### src/rtl/riscv_mmio_ctrl.sv
// MMIO peripheral block: status, UART RX/TX byte FIFOs and optional cycle/instret counters.
// Optional counters are built only when MMIO_COUNTERS_EN is defined; loads return data one cycle after re.
module riscv_mmio_ctrl #(
  parameter int          RX_DEPTH  = 8,
  parameter int          TX_DEPTH  = 8,
  parameter logic [31:0] BASE_ADDR = 32'h8000_0000
) (
  input  logic        clk,
  input  logic        rst,
  input  logic [31:0] addr,
  input  logic [31:0] wdata,
  input  logic        we,
  input  logic        re,
  input  logic        inst_retire,
  output logic [31:0] rdata,
  input  logic [7:0]  uart_rx_data,
  input  logic        uart_rx_valid,
  output logic        uart_rx_ready,
  output logic [7:0]  uart_tx_data,
  output logic        uart_tx_valid,
  input  logic        uart_tx_ready
);
  localparam int RXW = $clog2(RX_DEPTH);
  localparam int TXW = $clog2(TX_DEPTH);
  localparam logic [RXW:0] RX_FULL_CNT = (RXW+1)'(RX_DEPTH);
  localparam logic [TXW:0] TX_FULL_CNT = (TXW+1)'(TX_DEPTH);

  // 32-byte window above BASE_ADDR, word-selected by offset bits [4:2]
  logic [31:0] off;
  logic        hit;
  logic [2:0]  word;
  assign off  = addr - BASE_ADDR;
  assign hit  = (off[31:5] == 27'd0);
  assign word = off[4:2];

  logic rd_status, rd_rx, wr_tx, wr_crst;
  assign rd_status = re && hit && (word == 3'd0);
  assign rd_rx     = re && hit && (word == 3'd1);
  assign wr_tx     = we && hit && (word == 3'd2);
  assign wr_crst   = we && hit && (word == 3'd6);

  logic [7:0]   rx_mem [RX_DEPTH];
  logic [RXW-1:0] rx_wp, rx_rp;
  logic [RXW:0]   rx_cnt;
  logic rx_full, rx_empty, rx_push, rx_pop;
  assign rx_full  = (rx_cnt == RX_FULL_CNT);
  assign rx_empty = (rx_cnt == '0);
  assign rx_push  = uart_rx_valid && !rx_full;
  assign rx_pop   = rd_rx && !rx_empty;

  always_ff @(posedge clk) begin
    if (rst) begin
      rx_wp  <= '0;
      rx_rp  <= '0;
      rx_cnt <= '0;
    end else begin
      if (rx_push) begin
        rx_mem[rx_wp] <= uart_rx_data;
        rx_wp         <= rx_wp + 1'b1;
      end
      if (rx_pop) rx_rp <= rx_rp + 1'b1;
      rx_cnt <= rx_cnt + {{RXW{1'b0}}, rx_push} - {{RXW{1'b0}}, rx_pop};
    end
  end

  logic [7:0]   tx_mem [TX_DEPTH];
  logic [TXW-1:0] tx_wp, tx_rp;
  logic [TXW:0]   tx_cnt;
  logic tx_full, tx_empty, tx_push, tx_pop, tx_ovf;
  assign tx_full  = (tx_cnt == TX_FULL_CNT);
  assign tx_empty = (tx_cnt == '0);
  assign tx_push  = wr_tx && !tx_full;
  assign tx_pop   = !tx_empty && uart_tx_ready;

  always_ff @(posedge clk) begin
    if (rst) begin
      tx_wp  <= '0;
      tx_rp  <= '0;
      tx_cnt <= '0;
      tx_ovf <= 1'b0;
    end else begin
      if (tx_push) begin
        tx_mem[tx_wp] <= wdata[7:0];
        tx_wp         <= tx_wp + 1'b1;
      end
      if (tx_pop) tx_rp <= tx_rp + 1'b1;
      tx_cnt <= tx_cnt + {{TXW{1'b0}}, tx_push} - {{TXW{1'b0}}, tx_pop};
      // a dropped store wins over a same-cycle STATUS read clear
      if (wr_tx && tx_full) tx_ovf <= 1'b1;
      else if (rd_status)   tx_ovf <= 1'b0;
    end
  end

  logic [31:0] cycle_val, instret_val;
`ifdef MMIO_COUNTERS_EN
  logic [31:0] cycle_q, instret_q;
  always_ff @(posedge clk) begin
    if (rst || wr_crst) begin
      cycle_q   <= '0;
      instret_q <= '0;
    end else begin
      cycle_q   <= cycle_q + 32'd1;
      instret_q <= instret_q + {31'd0, inst_retire};
    end
  end
  assign cycle_val   = cycle_q;
  assign instret_val = instret_q;
  logic unused_bits;
  assign unused_bits = ^{off[1:0], wdata[31:8]};
`else
  assign cycle_val   = '0;
  assign instret_val = '0;
  logic unused_bits;
  assign unused_bits = ^{off[1:0], wdata[31:8], inst_retire, wr_crst};
`endif

  logic [31:0] status, rd_val, rdata_q;
  assign status = {16'd0, 8'(rx_cnt), 5'd0, tx_ovf, !rx_empty, !tx_full};

  always_comb begin
    rd_val = '0;
    if (hit) begin
      case (word)
        3'd0:    rd_val = status;
        3'd1:    rd_val = rx_empty ? 32'd0 : {24'd0, rx_mem[rx_rp]};
        3'd4:    rd_val = cycle_val;
        3'd5:    rd_val = instret_val;
        default: rd_val = '0;
      endcase
    end
  end

  always_ff @(posedge clk) begin
    if (rst) rdata_q <= '0;
    else     rdata_q <= re ? rd_val : 32'd0;
  end

  // outputs forced to their idle values for the whole time reset is held
  assign rdata         = rst ? 32'd0 : rdata_q;
  assign uart_rx_ready = rst | ~rx_full;
  assign uart_tx_valid = ~rst & ~tx_empty;
  assign uart_tx_data  = (rst || tx_empty) ? 8'h00 : tx_mem[tx_rp];
endmodule

### config.mk
export PLATFORM = sky130hd
export DESIGN_NAME = riscv_mmio_ctrl
export DESIGN_NICKNAME = d
export VERILOG_FILES = /design/src/rtl/riscv_mmio_ctrl.sv
export SDC_FILE = /design/constraint.sdc
export NUM_CORES = 1
export LEC_CHECK = 0
export ABC_CLOCK_PERIOD_IN_PS = 6000
export CAP_MARGIN = 20
export CORE_ASPECT_RATIO = 1.1
export CORE_MARGIN = 10
export CORE_UTILIZATION = 45
export CTS_CLUSTER_SIZE = 40
export DETAILED_ROUTE_END_ITERATION = 16
export GPL_TIMING_DRIVEN = 0
export PLACE_DENSITY = 0.7
export SYNTH_ARGS = -nofsm -noshare
export SYNTH_HDL_FRONTEND = slang
export SYNTH_SLANG_ARGS = --single-unit
### constraint.sdc
create_clock -name clk -period 6 [get_ports clk]
set_input_delay 1.2 -clock clk [delete_from_list [all_inputs] [get_ports clk]]
set_output_delay 1.2 -clock clk [all_outputs]
set_load 0.01 [all_outputs]
# --- Yosys cells after proc, flatten, opt, wreduce, memory -nomap -nowiden ---
# Memory sizes are Yosys's and may differ from the RTL's. A register that Yosys moved wholly into a read port is not among the register bits.
# Index checks and enable logic that the tools add are counted.
classes:
  eq_ne: 4
  bitwise_logic: 7
  n_reduce_logical: 21
  add_sub_neg: 9
  n_mux: 16
ops:
  columns: ["op", "n"]
  rows:
  - ["two-way mux 32 bit", 1]
  - ["subtractor 32 bit (second input constant)", 1]
  - ["logical NOT 27 bit", 1]
  - ["case mux 12 bit (2 select lines)", 1]
  - ["two-way mux 8 bit", 2]
  - ["adder 3 x 1 -> 3 bit (second input constant)", 4]
  - ["two-way mux 3 bit", 4]
  - ["logical AND 1 bit", 10]
  - ["adder 4 x 1 -> 4 bit", 2]
  - ["equality test 4 bit (second input constant)", 2]
  - ["logical NOT 4 bit", 2]
  - ["two-way mux 1 bit", 8]
  - ["subtractor 4 x 1 -> 4 bit", 2]
  - ["NOT 1 bit", 5]
  - ["logical NOT 1 bit", 4]
  - ["equality test 3 x 1 -> 1 bit (second input constant)", 1]
  - ["equality test 3 x 2 -> 1 bit (second input constant)", 1]
  - ["logical NOT 3 bit", 1]
  - ["OR reduction 3 bit", 1]
  - ["nonzero test 2 bit", 1]
  - ["bitwise AND 1 bit", 1]
  - ["logical OR 1 bit", 1]
  - ["bitwise OR 1 bit", 1]
word_totals:
  elab_cells: 67
  ff_bits: 53
  mem_bits_rw: 128
  inputBits: 79
  n_memories: 2
  output_inout_bits: 42
mem_list:
  columns: ["name", "depth", "width", "rd", "rd_ports_with_merged_regs", "wr", "line", "source"]
  rows:
  - ["rx_mem", 8, 8, 1, 1, 1, "42", "logic [7:0] rx_mem [RX_DEPTH];"]
  - ["tx_mem", 8, 8, 1, 1, 1, "66", "logic [7:0] tx_mem [TX_DEPTH];"]

# --- Depth between registers and ports, before layout ---
logic_depth:
  ltp_word: 8
  depth_mapped: 12
  depth_no_buf: 12

# --- Worst setup path before layout ---
# OpenSTA, ideal clock, no wires.
synth_timing:
  path_type: "input to register"
  startpoint: "input addr[26]"
  endpoint: "register rx_cnt[2]"
  stages: 10
  required_time_ns: 5.872
  n_path_buf: 1
  setup_time_ns: 0.128
  path_slack_ns: 2.286
  t_arrival_ns: 3.586
  path_cell_list: "or4_4 > or4_1 > buf_2 > nor3_1 > xnor2_1 > ha_1 > inv_1 > fa_1 > xor2_1 > nor2_1"
synth_via:
  elab_chain_len: 6
synth_lines:
  columns: ["element", "line", "source"]
  rows:
  - ["start, declared", "10", "input logic [31:0] addr,"]
  - ["subtractor 32 bit", "32", "assign off = addr - BASE_ADDR;"]
  - ["logical NOT 27 bit", "33", "assign hit = (off[31:5] == 27'd0);"]
  - ["logical AND 1 bit (2 in a row)", "38", "assign rd_rx = re && hit && (word == 3'd1);"]
  - ["logical AND 1 bit", "49", "assign rx_pop = rd_rx && !rx_empty;"]
  - ["subtractor 4 x 1 -> 4 bit", "62", "rx_cnt <= rx_cnt + {{RXW{1'b0}}, rx_push} - {{RXW{1'b0}}, rx_pop};"]
  - ["end signal, assigned", "62", null]
  - ["end, declared", "44", "logic [RXW:0] rx_cnt;"]
# Every way passes these cells.
# A chain may end at the register's enable or synchronous reset.

==> results.txt <==
Status -> finished clean
Critical Path RT -> 4800 ps
Drt total wl -> 14700 um
Worst-skew pair later-pin latency -> 430 ps
Worst path cell trace -> clkbuf_1, buf_1, mux4_2, mux2i_1, nor2_1, clkdlybuf4s50_1
Initial antenna violation count -> 0
Fin nets -> 666
H-tree Lvls -> 4
ANT nets after route -> 0
Post-route minimum period -> 4540 ps
Share of layout cells above drive strength 1 -> 18.7%
Drt wl/cell -> 18.8 um
GPL Wtd Cong -> 0.760
Area Growth Syn to Fin -> 24.4%
Distinct cells, synth -> 42
Detail Placement HPWL -> 10800 um
Slew headroom -> 39.5%
Number of synthesized register bits -> 167
Ant. Diodes -> 0
DR pass1 iterations -> 4
Max-Cap Viols -> 0
Total power -> 2.89 mW
Clock Tree Root -> clkbuf_16
Gr usage total -> 14.5%
Internal cell power -> 2.16 mW
Worst Reg-to-Reg Cells -> 11
Tcrit/Tclk final -> 75.6%
Syn Inst Count -> 450
TritonCTS buffer count -> 17
IO buf count -> 73
Initial Utilization -> 46.2%
Die width -> 139 um
Commonest non-fill, non-tap cell in the layout -> edfxtp_1
Crit. End Element -> output port
Inst Count DP -> 747
Clock power frac -> 37.4%
Setup-failing EPs final -> 0
Worst-path clk slew -> 60 ps
Placed Area -> 8130 um2
Worst hold path class -> reg2reg
DIE AREA -> 21000 um2
Cts repair resizes -> 0
Most used DFF post-synth -> edfxtp_1
Yosys warns -> 0
Post-route setup TNS -> 0 ps
Combinational power share -> 17.0%
Row Count -> 47
Most frequent cells in the layout -> 128 x edfxtp_1, 73 x clkdlybuf4s50_1, 39 x nor2_1, 39 x dfxtp_1, 32 x mux4_2
Remaining DRCs -> 0
Final Cell Area -> 8720 um2
Worst Hold Path Cells -> 1
Worst vdd ir -> 0.226 mV
Worst Setup Start Kind -> flip-flop
Post-synth EDFFs -> 128
Finished Layout Cells -> 779
Total stage count of the critical path -> 6
Power Dens Cells -> 331 nW/um2
Fmax achieved -> 0.220 GHz
Lkg Pwr -> 2.95 nW
Pin count of the biggest net entering global routing -> 17
1st-iter DRT viols -> 266
First-pass GRT wire length -> 23400 um
Net Switching -> 0.724 mW
Setup Buffers After CTS -> 0
Post-Route Skew -> 9.91 ps
Post-synth ARST share -> 0%
Top Ports -> 121
Syn Area/Cell -> 15.6 um2
Final hold vios -> 0
Critical path peak fanout -> 10
Vias in the first global route -> 4236
RSZ-0062 raised after global routing -> false
Critical Path Slowest Stage Cell -> buf_1
Minimum hold slack -> 457 ps
Max Slew Vio Count -> 0
Tightest Pin Transition -> 907 ps
CP max stage delay -> 750 ps
CP delay by family, top -> buffers and inverters
Via-to-Cell Ratio -> 5.12
GR Overflow Total -> 0
Worst path arrival time -> 3340 ps
Reg power frac -> 45.6%
CTS tree -> yes
Switching share of power -> 25.1%
Hold_buf cts -> 0
Via count -> 3992
Die Span Y -> 151 um
Core ar. -> 15200 um2
Bufs on Longest Clock Path -> 2
Crit Path Class -> reg2out
Clk sink count -> 167
CP Buf/Inv Count -> 3
Syn Std Cell Area -> 7010 um2
FILL cells -> 1205
Seq/Total Area, Yosys -> 66.0%
==> path summary, 6_finish.rpt <==
kind / startpoint / to / slack, ps
worst min-delay path: rx_cnt[2]$_SDFF_PP0_ / rdata_q[10]$_SDFF_PP0_ / 460
worst min register to register: rx_cnt[2]$_SDFF_PP0_ / rdata_q[10]$_SDFF_PP0_ / 460
worst max-delay path: flip-flop / uart_tx_data[7] / 1460
worst max register to register: tx_cnt[2]$_SDFF_PP0_ / tx_cnt[2]$_SDFF_PP0_ / 3340
==> power by group through the flow <==
stage               logic, mW  registers (mW)  clock network [mW]
global route            0.549            1.32                1.15
detailed placement      0.496            1.34                   0
finish                  0.492            1.32                1.08
global placement        0.477            1.34                   0
floorplan               0.331            1.33                   0
CTS                     0.500            1.32                1.09
==> flip-flops by register name (all words and copies together) (netlist names), named ones only <==
signal and flops:
tx_mem 64, rx_wp 3, rx_cnt 4, tx_rp 3
tx_cnt 4, rx_mem 64, tx_ovf 1, rdata_q 12
rx_rp 3, tx_wp 3
==> cell usage after synthesis (10+ instances only) <==
| cell type | n | area (um2) |
|---|---|---|
| buf_4 | 22 | 165 |
| edfxtp_1 | 128 | 3840 |
| nand2_1 | 10 | 37.5 |
| ha_1 | 15 | 188 |
| nor2b_1 | 17 | 106 |
| dfxtp_1 | 39 | 781 |
| mux4_2 | 32 | 721 |
| nor2_1 | 39 | 146 |
| nor3_1 | 12 | 60.1 |
| inv_1 | 14 | 52.6 |
| mux2i_1 | 15 | 150 |
==> cell type report <==
cell class                 instances  area (um2)  share of cell area (%)
timing repair buffer              82         798                    9.15
clock inverter                    15         164                    1.88
buffer                            36         219                    2.51
tap                              196         245                    2.81
inverter                          14        52.6                   0.603
sequential                       167        4620                    53.0
clock buffer                      17         425                    4.88
multi-input combinational        252        2190                    25.1
==> through the flow <==
| step | worst slack [ps] | util (%) |
|---|---|---|
| 2_1_floorplan | 2290 | - |
| 3_3_place_gp | 1500 | 53.1 |
| 3_5_place_dp | 1580 | 53.6 |
| 4_1_cts | 1340 | 57.5 |
| 5_1_grt | 1150 | 57.5 |
| 6_report | 1460 | 57.5 |
==> routing by layer <==
| layer | vias up | global-route usage (%) | part of all wire (%) |
|---|---|---|---|
| met2 | 82 | 26.9 | 56 |
| met1 | 1979 | 15.6 | 38 |
| met5 | - | 0 | 0 |
| met4 | 0 | 5.11 | 1.6 |
| met3 | 16 | 3.85 | 4.0 |
| li1 | 1915 | - | - |
==> kinds of logic (layout without fill, tap and decap cells) <==
kind of cell	Yosys count	count (layout)	share of synthesized area [%]
flops	167	167	66.0
simple gates	137	137	11.0
mux	53	53	13.4
buf+inv	50	164	3.87
fa+ha+maj	17	17	3.25
compound gates	16	16	1.39
xor+xnor	9	9	1.12
other cells	1	20	0.0535
No activity file was read; power rests on OpenSTA's default activity.
==> variant (same flow settings) <==
The option `MMIO_COUNTERS_EN` is turned on by a define.
--- a/src/rtl/riscv_mmio_ctrl.sv
+++ b/src/rtl/riscv_mmio_ctrl.sv
@@ -1,4 +1,6 @@
 // MMIO peripheral block: status, UART RX/TX byte FIFOs and optional cycle/instret counters.
 // Optional counters are built only when MMIO_COUNTERS_EN is defined; loads return data one cycle after re.
+`define MMIO_COUNTERS_EN
+
 module riscv_mmio_ctrl #(
   parameter int          RX_DEPTH  = 8,
Function: changed (Yosys sat finds a counterexample within 4 cycles, from zero or initial values and one cycle with rst high).
==> variant against the original RTL <==
Routed wire length up 71%. Highest routed layer unchanged. Sequential cell count rose by 84. Cell area up 51%. Synthesized area grew 54%. Critical path type is now in2out. Clock skew is 0.013 ns higher. Non-clock buffer count up 30. Setup slack worse by 0.18 ns. Power is 43% higher.
==> variant: results (changes against the original RTL) <==
Parameter                              Value

Clock tree
  Num CTS Buffers ... 26 (+9)
  Largest buffer count on any clock path ... 3 (+1)
  CTS root buf ... sky130_fd_sc_hd__clkbuf_16
  Level count of the clock H-tree ... 1 (-3)
  PostCTS Resize Cnt ... 0 (unchanged)
  Clock latency on the worst-skew pair ... 0.54 ns (+0.11 ns)

Final layout
  Biggest registers after layout ... rx_mem x64, tx_mem x64
  Ratio of cells with drive above 1 in the final layout ... 11.92% (-6.8 points)
  # nets final ... 1,111 (+67%)

Detailed routing
  Detailed-routing iteration count for the pre-antenna-repair pass ... 5 (+1)
  Wirelength per Cell ... 18.82 µm (-0.10%)
  Initial DRC Count ... 442 (+66%)
  Total detailed-routing wirelength ... 25.17 mm (+71%)
  Per-cell via count in the routed design ... 5.530 (+7.9%)

Worst setup path
  Arr. time, crit path ... 3.52 ns (+0.18 ns)
  Delay of the slowest cell on the worst path ... 0.69 ns (-0.06 ns)
  Standard cell with the maximum stage delay on the critical path ... sky130_fd_sc_hd__clkbuf_1

Place
  Placed Cells incl. Taps ... 1,289 (+73%)
  DP HPWL ... 17.90 mm (+66%)
  Instance area after placement ... 0.01220 mm² (+50%)
  IO buf count ... 94 (+29%)
  Final estimated routing congestion in global placement ... 0.8067 (+6.1%)
  Post-placement setup slack ... 1.186 ns (-0.3891 ns)

Power
  Worst VDD drop ... 0.0002697 V (+19%)
  Leak pwr ... 4.213 nW (+43%)

Synthesis
  Synth area leaders ... sky130_fd_sc_hd__edfxtp_1 (36%), sky130_fd_sc_hd__dfxtp_1 (23%), sky130_fd_sc_hd__mux4_2 (6.7%)
  Portion of netlist area occupied by mux cells ... 10.56% (-2.8 points)
  Sequential element share of the synthesized area ... 58.48% (-7.5 points)
  Combinational family with the most area after synthesis ... simple AND/OR/NAND/NOR gates
  Per-instance average area after synthesis ... 12.21 µm² (-22%)
  Top cell types by occurrence after synthesis ... sky130_fd_sc_hd__edfxtp_1 (128), sky130_fd_sc_hd__dfxtp_1 (123), sky130_fd_sc_hd__nor2_1 (91)
  Area share of xor/xnor cells in the synthesized design ... 2.680% (+1.6 points)
  Count of distinct cell types in the synthesized netlist ... 53 (+26%)
  Adder and majority cell fraction of the synthesized area ... 2.460% (-0.79 points)
  Net count after synthesis ... 982
  Synthesized-area fraction occupied by ao, oa, aoi and oai cells ... 6.637% (+5.2 points)

Run status
  Run status ... finished, final reports clean

GRT
  All-Layer GR Usage ... 15.94% (+1.5 points)
  Largest net degree at the start of global routing ... 16 (-1)
  Wire length of the first global-routing pass ... 39.76 mm (+70%)
  Via count of the first global-routing pass ... 7,378 (+74%)

Timing
  Worst Skew ... 0.02245 ns (+0.01254 ns)
  Slew at the pin with the worst max-slew slack ... 1.092 ns (+0.1846 ns)
-- variant: metal layers --
metal / vias up / routed length [µm] / track usage, %
met5: - / 0 / 0
met4: 0 / 664 / 5.157
met3: 40 / 1748 / 3.181
met2: 234 / 12040 / 26.71
met1: 3554 / 10710 / 20.26
li1: 3566 / - / -
-- variant: tightest hold or removal path: stages, from the launching register on --
cell                      delay (ns)
sky130_fd_sc_hd__dfxtp_1        0.32
sky130_fd_sc_hd__o41ai_1        0.06
sky130_fd_sc_hd__a21oi_1        0.05
-- variant: cells by family after synthesis --
logic type,after synthesis
xor+xnor,33
simple gates,324
mux,73
flops,251
buf+inv,72
compound gates,110
fa+ha+maj,20
-- variant: layout make-up --
class | count | area (µm²)
Sequential cell | 251 | 6306
Inverter | 25 | 93.84
Buffer | 47 | 190.2
Clock buffer | 30 | 685.7
Timing Repair Buffer | 101 | 993.5
Multi-Input combinational cell | 560 | 4234
Tap cell | 305 | 381.6
Fill cell | 2002 | 10500
Clock inverter | 18 | 240.2
-- variant: final timing paths --
kind | endpoint | start | cells past startpoint | slack, ns
worst min-delay path | tx_ovf$_SDFFE_PP0P_ | tx_ovf$_SDFFE_PP0P_ | 2 | 0.47
worst max-delay path | rdata[8] | rst | 5 | 1.28
worst min register to register | tx_ovf$_SDFFE_PP0P_ | tx_ovf$_SDFFE_PP0P_ | 2 | 0.47
worst max register to register | tx_mem[1][6]$_DFFE_PP_ | tx_cnt[2]$_SDFF_PP0_ | 8 | 3.01
-- variant: power breakdown --
part | total (mW) | switching [mW] | internal (mW)
registers | 1.88 | 0.0313 | 1.85
logic | 0.528 | 0.261 | 0.267
clock network | 1.71 | 0.673 | 1.04
total | 4.12 | 0.965 | 3.16
